$ cat src/rtl/vga_timing_if.sv
// Raster timing bundle between the timing generator and the pixel pipeline.
interface vga_timing_if #(
   parameter int unsigned XW = 11,
   parameter int unsigned YW = 10
);
   logic          en;
   logic          pix_en;
   logic          hsync;
   logic          vsync;
   logic          de;
   logic [XW-1:0] x;
   logic [YW-1:0] y;
   logic          line_start;
   logic          frame_start;
   logic [15:0]   frame_cnt;

   modport master (
      input  en,
      output pix_en, hsync, vsync, de, x, y, line_start, frame_start, frame_cnt
   );

   modport slave (
      output en,
      input  pix_en, hsync, vsync, de, x, y, line_start, frame_start, frame_cnt
   );
endinterface

$ cat src/rtl/vga_timing_gen.sv
// Parametrised raster timing generator: divided pixel tick, x/y counters and
// registered sync/de/marker outputs decoded from the next raster position.
//
// state    | meaning
// ---------+------------------------------------------------------------
// ST_PRIME | no frame start seen since reset; first (0,0) is frame 0
// ST_COUNT | every later wrap to (0,0) increments frame_cnt
module vga_timing_gen #(
   parameter int unsigned H_ACTIVE = 640,
   parameter int unsigned H_FP     = 16,
   parameter int unsigned H_SYNC   = 96,
   parameter int unsigned H_BP     = 48,
   parameter int unsigned V_ACTIVE = 480,
   parameter int unsigned V_FP     = 10,
   parameter int unsigned V_SYNC   = 2,
   parameter int unsigned V_BP     = 33,
   parameter bit          HS_POL   = 1'b0,
   parameter bit          VS_POL   = 1'b0,
   parameter int unsigned CLK_DIV  = 1,
   parameter int unsigned XW       = 11,
   parameter int unsigned YW       = 10
) (
   input logic         clk,
   input logic         rst,
   vga_timing_if.master vif
);

   localparam int unsigned H_TOTAL = H_ACTIVE + H_FP + H_SYNC + H_BP;
   localparam int unsigned V_TOTAL = V_ACTIVE + V_FP + V_SYNC + V_BP;
   localparam int unsigned DW      = (CLK_DIV > 1) ? $clog2(CLK_DIV) : 1;

   localparam logic [DW-1:0] DIV_LAST = DW'(CLK_DIV - 1);
   localparam logic [XW-1:0] X_LAST   = XW'(H_TOTAL - 1);
   localparam logic [XW-1:0] X_ACT    = XW'(H_ACTIVE);
   localparam logic [XW-1:0] X_HS_ON  = XW'(H_ACTIVE + H_FP);
   localparam logic [XW-1:0] X_HS_OFF = XW'(H_ACTIVE + H_FP + H_SYNC);
   localparam logic [YW-1:0] Y_LAST   = YW'(V_TOTAL - 1);
   localparam logic [YW-1:0] Y_ACT    = YW'(V_ACTIVE);
   localparam logic [YW-1:0] Y_VS_ON  = YW'(V_ACTIVE + V_FP);
   localparam logic [YW-1:0] Y_VS_OFF = YW'(V_ACTIVE + V_FP + V_SYNC);

   if (H_FP < 1 || H_SYNC < 1 || H_BP < 1 || V_FP < 1 || V_SYNC < 1 || V_BP < 1
       || CLK_DIV < 1) begin : g_badMode
      $error("vga_timing_gen: porch, sync and divider lengths must all be >= 1");
   end
   if (((H_TOTAL - 1) >> XW) != 0 || ((V_TOTAL - 1) >> YW) != 0) begin : g_badWidth
      $error("vga_timing_gen: XW/YW too narrow for the configured totals");
   end

   typedef enum logic {ST_PRIME, ST_COUNT} frameState_t;

   frameState_t   frameState, frameStateNext;
   logic          cntInc;

   logic [DW-1:0] divCnt, divNext;
   logic [XW-1:0] xCnt, xNext;
   logic [YW-1:0] yCnt, yNext;
   logic          pixTick, xWrap, yWrap, frameWrap;
   logic          deNext, hsNext, vsNext, lsNext, fsNext;
   logic          deReg, hsReg, vsReg, lsReg, fsReg;
   logic [15:0]   frameCnt;

   always_comb begin
      pixTick = vif.en && (divCnt == DIV_LAST);
      divNext = divCnt;
      if (vif.en) begin
         divNext = (divCnt == DIV_LAST) ? '0 : divCnt + 1'b1;
      end

      xWrap = (xCnt == X_LAST);
      yWrap = (yCnt == Y_LAST);
      xNext = xCnt;
      yNext = yCnt;
      if (pixTick) begin
         xNext = xWrap ? '0 : xCnt + 1'b1;
         if (xWrap) begin
            yNext = yWrap ? '0 : yCnt + 1'b1;
         end
      end
      frameWrap = pixTick && xWrap && yWrap;
   end

   // Decode from the next position so the registered outputs line up with x/y.
   always_comb begin
      deNext = (xNext < X_ACT) && (yNext < Y_ACT);
      hsNext = ((xNext >= X_HS_ON) && (xNext < X_HS_OFF)) ? HS_POL : ~HS_POL;
      vsNext = ((yNext >= Y_VS_ON) && (yNext < Y_VS_OFF)) ? VS_POL : ~VS_POL;
      lsNext = (xNext == '0);
      fsNext = lsNext && (yNext == '0);
   end

   always_ff @(posedge clk or posedge rst) begin
      if (rst) begin
         frameState <= ST_PRIME;
      end else begin
         frameState <= frameStateNext;
      end
   end

   always_comb begin
      frameStateNext = frameState;
      cntInc         = 1'b0;
      case (frameState)
         ST_PRIME: begin
            if (frameWrap) frameStateNext = ST_COUNT;
         end
         ST_COUNT: begin
            cntInc = frameWrap;
         end
      endcase
   end

   always_ff @(posedge clk or posedge rst) begin
      if (rst) begin
         divCnt   <= '0;
         xCnt     <= X_LAST;
         yCnt     <= Y_LAST;
         deReg    <= 1'b0;
         hsReg    <= ~HS_POL;
         vsReg    <= ~VS_POL;
         lsReg    <= 1'b0;
         fsReg    <= 1'b0;
         frameCnt <= '0;
      end else begin
         divCnt <= divNext;
         if (pixTick) begin
            xCnt  <= xNext;
            yCnt  <= yNext;
            deReg <= deNext;
            hsReg <= hsNext;
            vsReg <= vsNext;
            lsReg <= lsNext;
            fsReg <= fsNext;
            if (cntInc) frameCnt <= frameCnt + 16'd1;
         end
      end
   end

   assign vif.pix_en      = pixTick;
   assign vif.hsync       = hsReg;
   assign vif.vsync       = vsReg;
   assign vif.de          = deReg;
   assign vif.x           = xCnt;
   assign vif.y           = yCnt;
   assign vif.line_start  = lsReg;
   assign vif.frame_start = fsReg;
   assign vif.frame_cnt   = frameCnt;

endmodule
$ cat src/flat_wrapper.sv
// flat-port wrapper written by rule: the top's interface ports become plain ports
module vga_timing_gen_flat 
#(
   parameter int unsigned H_ACTIVE = 640,
   parameter int unsigned H_FP     = 16,
   parameter int unsigned H_SYNC   = 96,
   parameter int unsigned H_BP     = 48,
   parameter int unsigned V_ACTIVE = 480,
   parameter int unsigned V_FP     = 10,
   parameter int unsigned V_SYNC   = 2,
   parameter int unsigned V_BP     = 33,
   parameter bit          HS_POL   = 1'b0,
   parameter bit          VS_POL   = 1'b0,
   parameter int unsigned CLK_DIV  = 1,
   parameter int unsigned XW       = 11,
   parameter int unsigned YW       = 10
)
  (clk, rst, vif_en, vif_pix_en, vif_hsync, vif_vsync, vif_de, vif_x, vif_y, vif_line_start, vif_frame_start, vif_frame_cnt);
  vga_timing_if #(.XW(XW), .YW(YW)) vif_i ();
  input logic clk;
  input logic rst;
  input wire logic [$bits(vif_i.en)-1:0] vif_en;
  output wire logic [$bits(vif_i.pix_en)-1:0] vif_pix_en;
  output wire logic [$bits(vif_i.hsync)-1:0] vif_hsync;
  output wire logic [$bits(vif_i.vsync)-1:0] vif_vsync;
  output wire logic [$bits(vif_i.de)-1:0] vif_de;
  output wire logic [$bits(vif_i.x)-1:0] vif_x;
  output wire logic [$bits(vif_i.y)-1:0] vif_y;
  output wire logic [$bits(vif_i.line_start)-1:0] vif_line_start;
  output wire logic [$bits(vif_i.frame_start)-1:0] vif_frame_start;
  output wire logic [$bits(vif_i.frame_cnt)-1:0] vif_frame_cnt;
  assign vif_i.en = vif_en;
  assign vif_pix_en = vif_i.pix_en;
  assign vif_hsync = vif_i.hsync;
  assign vif_vsync = vif_i.vsync;
  assign vif_de = vif_i.de;
  assign vif_x = vif_i.x;
  assign vif_y = vif_i.y;
  assign vif_line_start = vif_i.line_start;
  assign vif_frame_start = vif_i.frame_start;
  assign vif_frame_cnt = vif_i.frame_cnt;
  vga_timing_gen #(.H_ACTIVE(H_ACTIVE), .H_FP(H_FP), .H_SYNC(H_SYNC), .H_BP(H_BP), .V_ACTIVE(V_ACTIVE), .V_FP(V_FP), .V_SYNC(V_SYNC), .V_BP(V_BP), .HS_POL(HS_POL), .VS_POL(VS_POL), .CLK_DIV(CLK_DIV), .XW(XW), .YW(YW)) u_core (.clk(clk), .rst(rst), .vif(vif_i));
endmodule
$ cat config.mk
export PLATFORM = sky130hd
export DESIGN_NAME = vga_timing_gen_flat
export DESIGN_NICKNAME = d
export VERILOG_FILES = /design/src/rtl/vga_timing_if.sv /design/src/rtl/vga_timing_gen.sv /design/src/flat_wrapper.sv
export SDC_FILE = /design/constraint.sdc
export NUM_CORES = 1
export LEC_CHECK = 0
export ABC_AREA = 1
export CAP_MARGIN = 25
export CORE_MARGIN = 3
export CORE_UTILIZATION = 53
export DETAILED_ROUTE_END_ITERATION = 7
export GPL_ROUTABILITY_DRIVEN = 0
export PLACE_DENSITY = 0.79
export SETUP_SLACK_MARGIN = 0.1
export SLEW_MARGIN = 20
export SYNTH_ARGS = -nofsm -noshare
export SYNTH_HDL_FRONTEND = slang
export SYNTH_SLANG_ARGS = --single-unit
$ cat constraint.sdc
create_clock -name clk -period 2.7 [get_ports clk]
set_clock_uncertainty 0.15 [all_clocks]
set_input_delay 0.27 -clock clk [delete_from_list [all_inputs] [get_ports clk]]
set_output_delay 0.27 -clock clk [all_outputs]
set_load 0.005 [all_outputs]
# Yosys cells after proc, flatten, opt, wreduce, memory -nomap -nowiden

Cells that the tools add are included.
Widths: inputs -> output; s select.

Register bits: 44
Input port bits: 3
Output and inout bits: 43
Logic and storage cells: 44

Add/subtract/negate cells: 4
Magnitude comparators: 6
Equal/unequal tests: 2
Muxes and demuxes: 11
Bitwise gates (word level): 1
Reduce and logical (&&, ||, !) cells: 10

Operators with widths:

| cell                  | number |
|---|---|
| $mux 10               | 3 |
| $lt 11x10->1 const B  | 2 |
| $mux 11               | 2 |
| $lt 10x9->1 const B   | 2 |
| $add 16x1->16 const B | 1 |
| $add 11x1->11 const B | 1 |
| $eq 11x10->1 const B  | 1 |
| $ge 11x10->1 const B  | 1 |
| $logic_not 11->1      | 1 |
| $add 10x1->10 const B | 1 |
| $eq 10x10->1 const B  | 1 |
| $ge 10x9->1 const B   | 1 |
| $logic_not 10->1      | 1 |
| $logic_and 1x1->1     | 7 |
| $mux 1                | 6 |
| $reduce_and 2->1      | 1 |
| $add 1x1->1 const B   | 1 |
| $not 1->1             | 1 |

# Longest topological paths before layout

Depth in word-level cells: 7
Depth in mapped cells: 14
Gate-level depth less buffers: 14

# Worst setup path after synthesis

No wires, ideal clock.

Kind: register to register
From: register u_core.xCnt[0], in the netlist u_core.vif.x[0]
To: register u_core.frameCnt[12], in the netlist u_core.vif.frame_cnt[12]
Setup time: 0.117 ns
Arrival time: 1.870 ns
Data required time: 2.433 ns
Slack: 0.564 ns
Stages on the path, launching flop included: 15
Path buffers: 0
Period minus slack after synthesis: 2.136 ns
Path through: dfstp_2 -> ha_1 -> nand2_1 -> inv_2 -> nand2_4 -> nor2_8 -> nand2_8 -> nor2_8 -> nand2_4 -> nor2_4 -> nand2_4 -> nor2_8 -> nand2_1 -> nand2_1 -> nand2_1

Longest elaborated chain between the ends: 5

Ends and longest elaborated chain:

| what                            | RTL line              | source |
|---|---|---|
| start, declared                 | vga_timing_gen.sv:56  | `logic [XW-1:0] xCnt, xNext;` |
| start signal, assigned          | vga_timing_gen.sv:127 | `xCnt <= xNext;` |
| $eq 11x10->1                    | vga_timing_gen.sv:70  | `xWrap = (xCnt == X_LAST);` |
| $logic_and 1x1->1 (2 in series) | vga_timing_gen.sv:80  | `frameWrap = pixTick && xWrap && yWrap;` |
| $mux 1                          | vga_timing_gen.sv:103 | `case (frameState)` |
| $reduce_and 2->1 (no line)      | n/a                   |  |
| end signal, assigned            | vga_timing_gen.sv:134 | `if (cntInc) frameCnt <= frameCnt + 16'd1;` |
| end, declared                   | vga_timing_gen.sv:61  | `logic [15:0] frameCnt;` |

Every way passes these cells.
A chain may end at the register's enable or synchronous reset.

# Worst setup path after layout

From: register u_core.xCnt[0], in the netlist u_core.vif.x[0]
To: register u_core.fsReg, in the netlist u_core.vif.frame_start

Longest elaborated chain between the ends: 5
Elaborated cells on any way between the ends: 9
Those cells by class: add/sub: 1; eq/ne: 1; mux: 4; reduce/logical: 3

Ends and longest elaborated chain:

| what                                                        | RTL line                                   | source |
|---|---|---|
| $add 11x1->11 / $eq 11x10->1 (equally long branches)        | vga_timing_gen.sv:75, vga_timing_gen.sv:70 |  |
| $mux 11 / $mux 10 (equally long branches)                   | vga_timing_gen.sv:75, vga_timing_gen.sv:76 |  |
| $mux 11 / $mux 10 (equally long branches)                   | vga_timing_gen.sv:74                       | `if (pixTick) begin` |
| $logic_not 11->1 / $logic_not 10->1 (equally long branches) | vga_timing_gen.sv:88, vga_timing_gen.sv:89 |  |
| $logic_and 1x1->1 (*)                                       | vga_timing_gen.sv:89                       | `fsNext = lsNext && (yNext == '0);` |
| end signal, assigned                                        | vga_timing_gen.sv:133                      | `fsReg <= fsNext;` |
| end, declared                                               | vga_timing_gen.sv:60                       | `logic deReg, hsReg, vsReg, lsReg, fsReg;` |

Every way passes the cells marked *; elsewhere a longest branch is shown, timed or not.

==> results by group <==
Outcome
  • Result of the run: completed

Final layout
  • Multi-input gate area in the final layout: 1340 µm²
  • Net count reported at finish: 409
  • Area of all sequential standard cells: 1090 µm²
  • Ant. Diodes: 0
  • Filler Cell Count: 440
  • Area overhead of the layout relative to synthesis: 22.9%
  • Fraction of layout instances using a drive strength above 1: 0.109

Timing
  • Final total negative setup slack: 0 ps
  • Ratio of final minimum period to clock period: 0.864
  • Setup repair after global routing missed its margin: false
  • Smallest setup slack after layout: 366 ps
  • Max-slew violation count: 0
  • Worst max-slew margin expressed relative to the limit: 0.637
  • Total of endpoints with negative setup slack in the final report: 0
  • Shortest period the worst path allows: 2330 ps
  • Count of final hold-check violations: 0
  • Maximum clock frequency: 0.428 GHz
  • Actual slew at the worst max-slew pin: 545 ps

Synthesis
  • Net Count, Synth: 361
  • Combined area of all synthesized cells: 2680 µm²
  • Combinational family with the most area after synthesis: simple AND/OR/NAND/NOR gates
  • Share of the synthesized area in the top cell type: 0.290
  • Simple logic cell fraction of the synthesized area: 0.408
  • Post-synthesis adder-cell area fraction: 0.0187
  • Compound-gate portion of the synthesized area: 0.0248
  • Number of warnings issued by yosys: 0
  • Cells after synthesis: 354
  • Synth area leaders: sky130_fd_sc_hd__dfrtp_1, sky130_fd_sc_hd__nand2_1, sky130_fd_sc_hd__dfstp_2
  • Portion of netlist area occupied by mux cells: 0
  • Syn_area_per_cell: 7.56 µm²
  • Flop and latch count out of synthesis: 43
  • Proportion of synthesized chip area in sequential cells: 0.408
  • Number of different library cells in the post-synthesis netlist: 32
  • Post-synthesis cell type with the largest combined area: sky130_fd_sc_hd__dfrtp_1
  • XOR/XNOR Fraction of Synth Area: 0.0486

Clock network
  • Clock-pin slew on the worst setup and hold paths: 80 ps
  • Number of hold-repair buffers added at the cts stage: 0
  • Clock tree sinks: 43
  • TritonCTS clock tree: yes
  • CTS Buf Count: 5
  • Number of buffers on the longest clock path: 2
  • Root Buffer: sky130_fd_sc_hd__clkbuf_8
  • Number of gates resized after CTS: 0
  • Clock insertion delay at the later pin of the skew report: 300 ps
  • Buffers inserted during post-CTS setup optimization: 0
  • Total number of H-tree levels: 2

Floorplanning
  • Placement row count: 25
  • Number of top-level design ports: 46
  • Core Region: 4820 µm²
  • Full die area: 5940 µm²
  • Chip width: 77.1 µm
  • Die height: 77.1 µm
  • Starting density of the core: 0.556

Global route
  • Wire length of the first global-routing pass: 10.7 mm
  • Largest net degree at the start of global routing: 44
  • Vias in the first global route: 2314
  • Overflow left after global routing: 0
  • Number of antenna violations at the first check in global routing: 0
  • Tot GR Track Use: 0.223

Setup path
  • Setup CP Type: flip-flop to flip-flop
  • Launch point of the worst reg-to-reg path: u_core.vif.x[0]
  • Worst setup path startpoint: u_core.vif.x[0]
  • Worst EP arrival: 2420 ps
  • Required arrival time at the worst endpoint: 2790 ps
  • Critical-path maximum fanout: 8
  • Kind of launch point of the worst setup path: flip-flop
  • Type of destination of the critical path: flip-flop

Power and ir drop
  • Static Leak: 0.00169 µW
  • Maximum VDD drop: 0.314 mV
  • Areal power density over the cells: 576 nW/µm²

Detailed routing
  • Overall routed net length: 6.18 mm
  • Number of DRC markers after the initial detailed-route iteration: 205
  • Number of vias in the routed layout: 2418
  • Number of antenna-violating nets in the routed design: 0
  • Avg Vias per Cell: 5.14
  • Drt first pass iters: 5
  • Number of remaining DRC errors: 0
  • Routed len/inst: 13.1 µm

Worst hold path
  • Worst Hold Class: primary input to asynchronous set/reset pin

Placement
  • Half-perimeter wire length after placement: 4.68 mm
  • Worst slack after detailed placement: 378 ps
  • Port Buf Inserts: 45

Flow run
  • Max cap viols: 0
cell families after synthesis:
kind of cell               Yosys count
xor gates and xnor gates            14
DFF                                 43
AOI/OAI and AO/OA                   12
and+or+nand+nor                    222
adders and majority gates            4
buffers and inverters               59
routing by layer:
layer,wire [µm],global-route usage,up-vias,share of wire
met1,2720,0.295,1119,0.44
met4,92,0.0747,0,0.015
li1,-,-,1205,-
met3,435,0.0411,8,0.070
met5,0,0,-,0
met2,2930,0.369,86,0.47
sequential cells by signal, indices dropped and copies added (netlist names):
| signal | cells |
|---|---|
| u_core.vif.vsync | 1 |
| u_core.vif.y | 10 |
| u_core.frameState | 1 |
| u_core.vif.frame_cnt | 16 |
| u_core.vif.de | 1 |
| u_core.vif.hsync | 1 |
| u_core.vif.x | 11 |
| u_core.vif.line_start | 1 |
| u_core.vif.frame_start | 1 |
per-stage QoR:
stage,util,hold slack (ps),instances,total power [µW],area [µm²]
final,0.683,255,470,1890,3290
after global routing,0.683,342,470,2020,3290
after CTS,0.683,265,470,1900,3290
after detailed placement,0.660,331,462,1400,3180
after global placement,0.660,328,462,1380,3180
after floorplan,-,323,354,1210,2680
where the power goes:
| part | switching (µW) | internal (µW) |
|---|---|---|
| Combinational | 288 | 230 |
| Clock | 228 | 276 |
| Sequential | 129 | 741 |
placed cells by master (no fill, tap or decap), types with 8 or more instances in the layout:
cell type                         instances
sky130_fd_sc_hd__clkdlybuf4s50_1         45
sky130_fd_sc_hd__dfrtp_1                 31
sky130_fd_sc_hd__dfstp_2                 12
sky130_fd_sc_hd__inv_1                   49
sky130_fd_sc_hd__nand2_1                102
sky130_fd_sc_hd__nand3_1                 39
sky130_fd_sc_hd__nand4_1                 14
sky130_fd_sc_hd__nor2_1                  38
sky130_fd_sc_hd__nor3_1                   8
sky130_fd_sc_hd__xor2_1                   8
critical path: stages (launching register included):
cell,delay (ps)
sky130_fd_sc_hd__dfstp_2,580
sky130_fd_sc_hd__ha_1,200
sky130_fd_sc_hd__nand2_1,130
sky130_fd_sc_hd__nor2_2,260
sky130_fd_sc_hd__nand2_2,180
sky130_fd_sc_hd__nand3_1,180
sky130_fd_sc_hd__nand3_1,120
sky130_fd_sc_hd__nor3_1,280
sky130_fd_sc_hd__nand3_1,110
sky130_fd_sc_hd__nand2_1,70
cell type report:
class	count	share of cell area
Tap cell	67	0.0255
Clock inverter	2	0.0114
Multi-Input combinational cell	252	0.407
Sequential cell	43	0.332
Timing Repair Buffer	47	0.142
Inverter	53	0.0605
Clock buffer	6	0.0221
cells in the mapped netlist:
cell,n
sky130_fd_sc_hd__buf_6,2
sky130_fd_sc_hd__nor4_1,1
sky130_fd_sc_hd__a21oi_1,3
sky130_fd_sc_hd__nor2_2,3
sky130_fd_sc_hd__xor2_1,8
sky130_fd_sc_hd__xnor2_1,5
sky130_fd_sc_hd__nand4_1,14
sky130_fd_sc_hd__dfrtp_1,31
sky130_fd_sc_hd__nand2_2,1
sky130_fd_sc_hd__inv_1,49
sky130_fd_sc_hd__o21ai_0,5
sky130_fd_sc_hd__a21o_1,1
sky130_fd_sc_hd__buf_4,2
sky130_fd_sc_hd__o21bai_1,1
sky130_fd_sc_hd__dfstp_2,12
sky130_fd_sc_hd__nand2_4,4
sky130_fd_sc_hd__inv_2,4
sky130_fd_sc_hd__o21ai_1,1
sky130_fd_sc_hd__nand3b_1,2
sky130_fd_sc_hd__nor2_8,3
sky130_fd_sc_hd__nor2_1,38
sky130_fd_sc_hd__a31oi_1,1
sky130_fd_sc_hd__ha_1,4
sky130_fd_sc_hd__nand2_1,102
sky130_fd_sc_hd__nor3_2,1
sky130_fd_sc_hd__nand3_1,39
sky130_fd_sc_hd__nand3_4,1
sky130_fd_sc_hd__nor2_4,4
sky130_fd_sc_hd__buf_2,2
sky130_fd_sc_hd__xor2_2,1
sky130_fd_sc_hd__nor3_1,8
sky130_fd_sc_hd__nand2_8,1
worst paths after layout:
path | to | cells after the start | slack, ps
min in group clk | u_core.vif.vsync | 2 | 340
max in group asynchronous | u_core.vif.y[9] | 3 | 1760
worst max-delay path | u_core.vif.frame_start | 9 | 370
worst min-delay path | u_core.vif.frame_cnt[2] | 3 | 260
worst min register to register | u_core.vif.vsync | 2 | 340
worst max register to register | u_core.vif.frame_start | 9 | 370
Power figures use the tool's default switching activity.
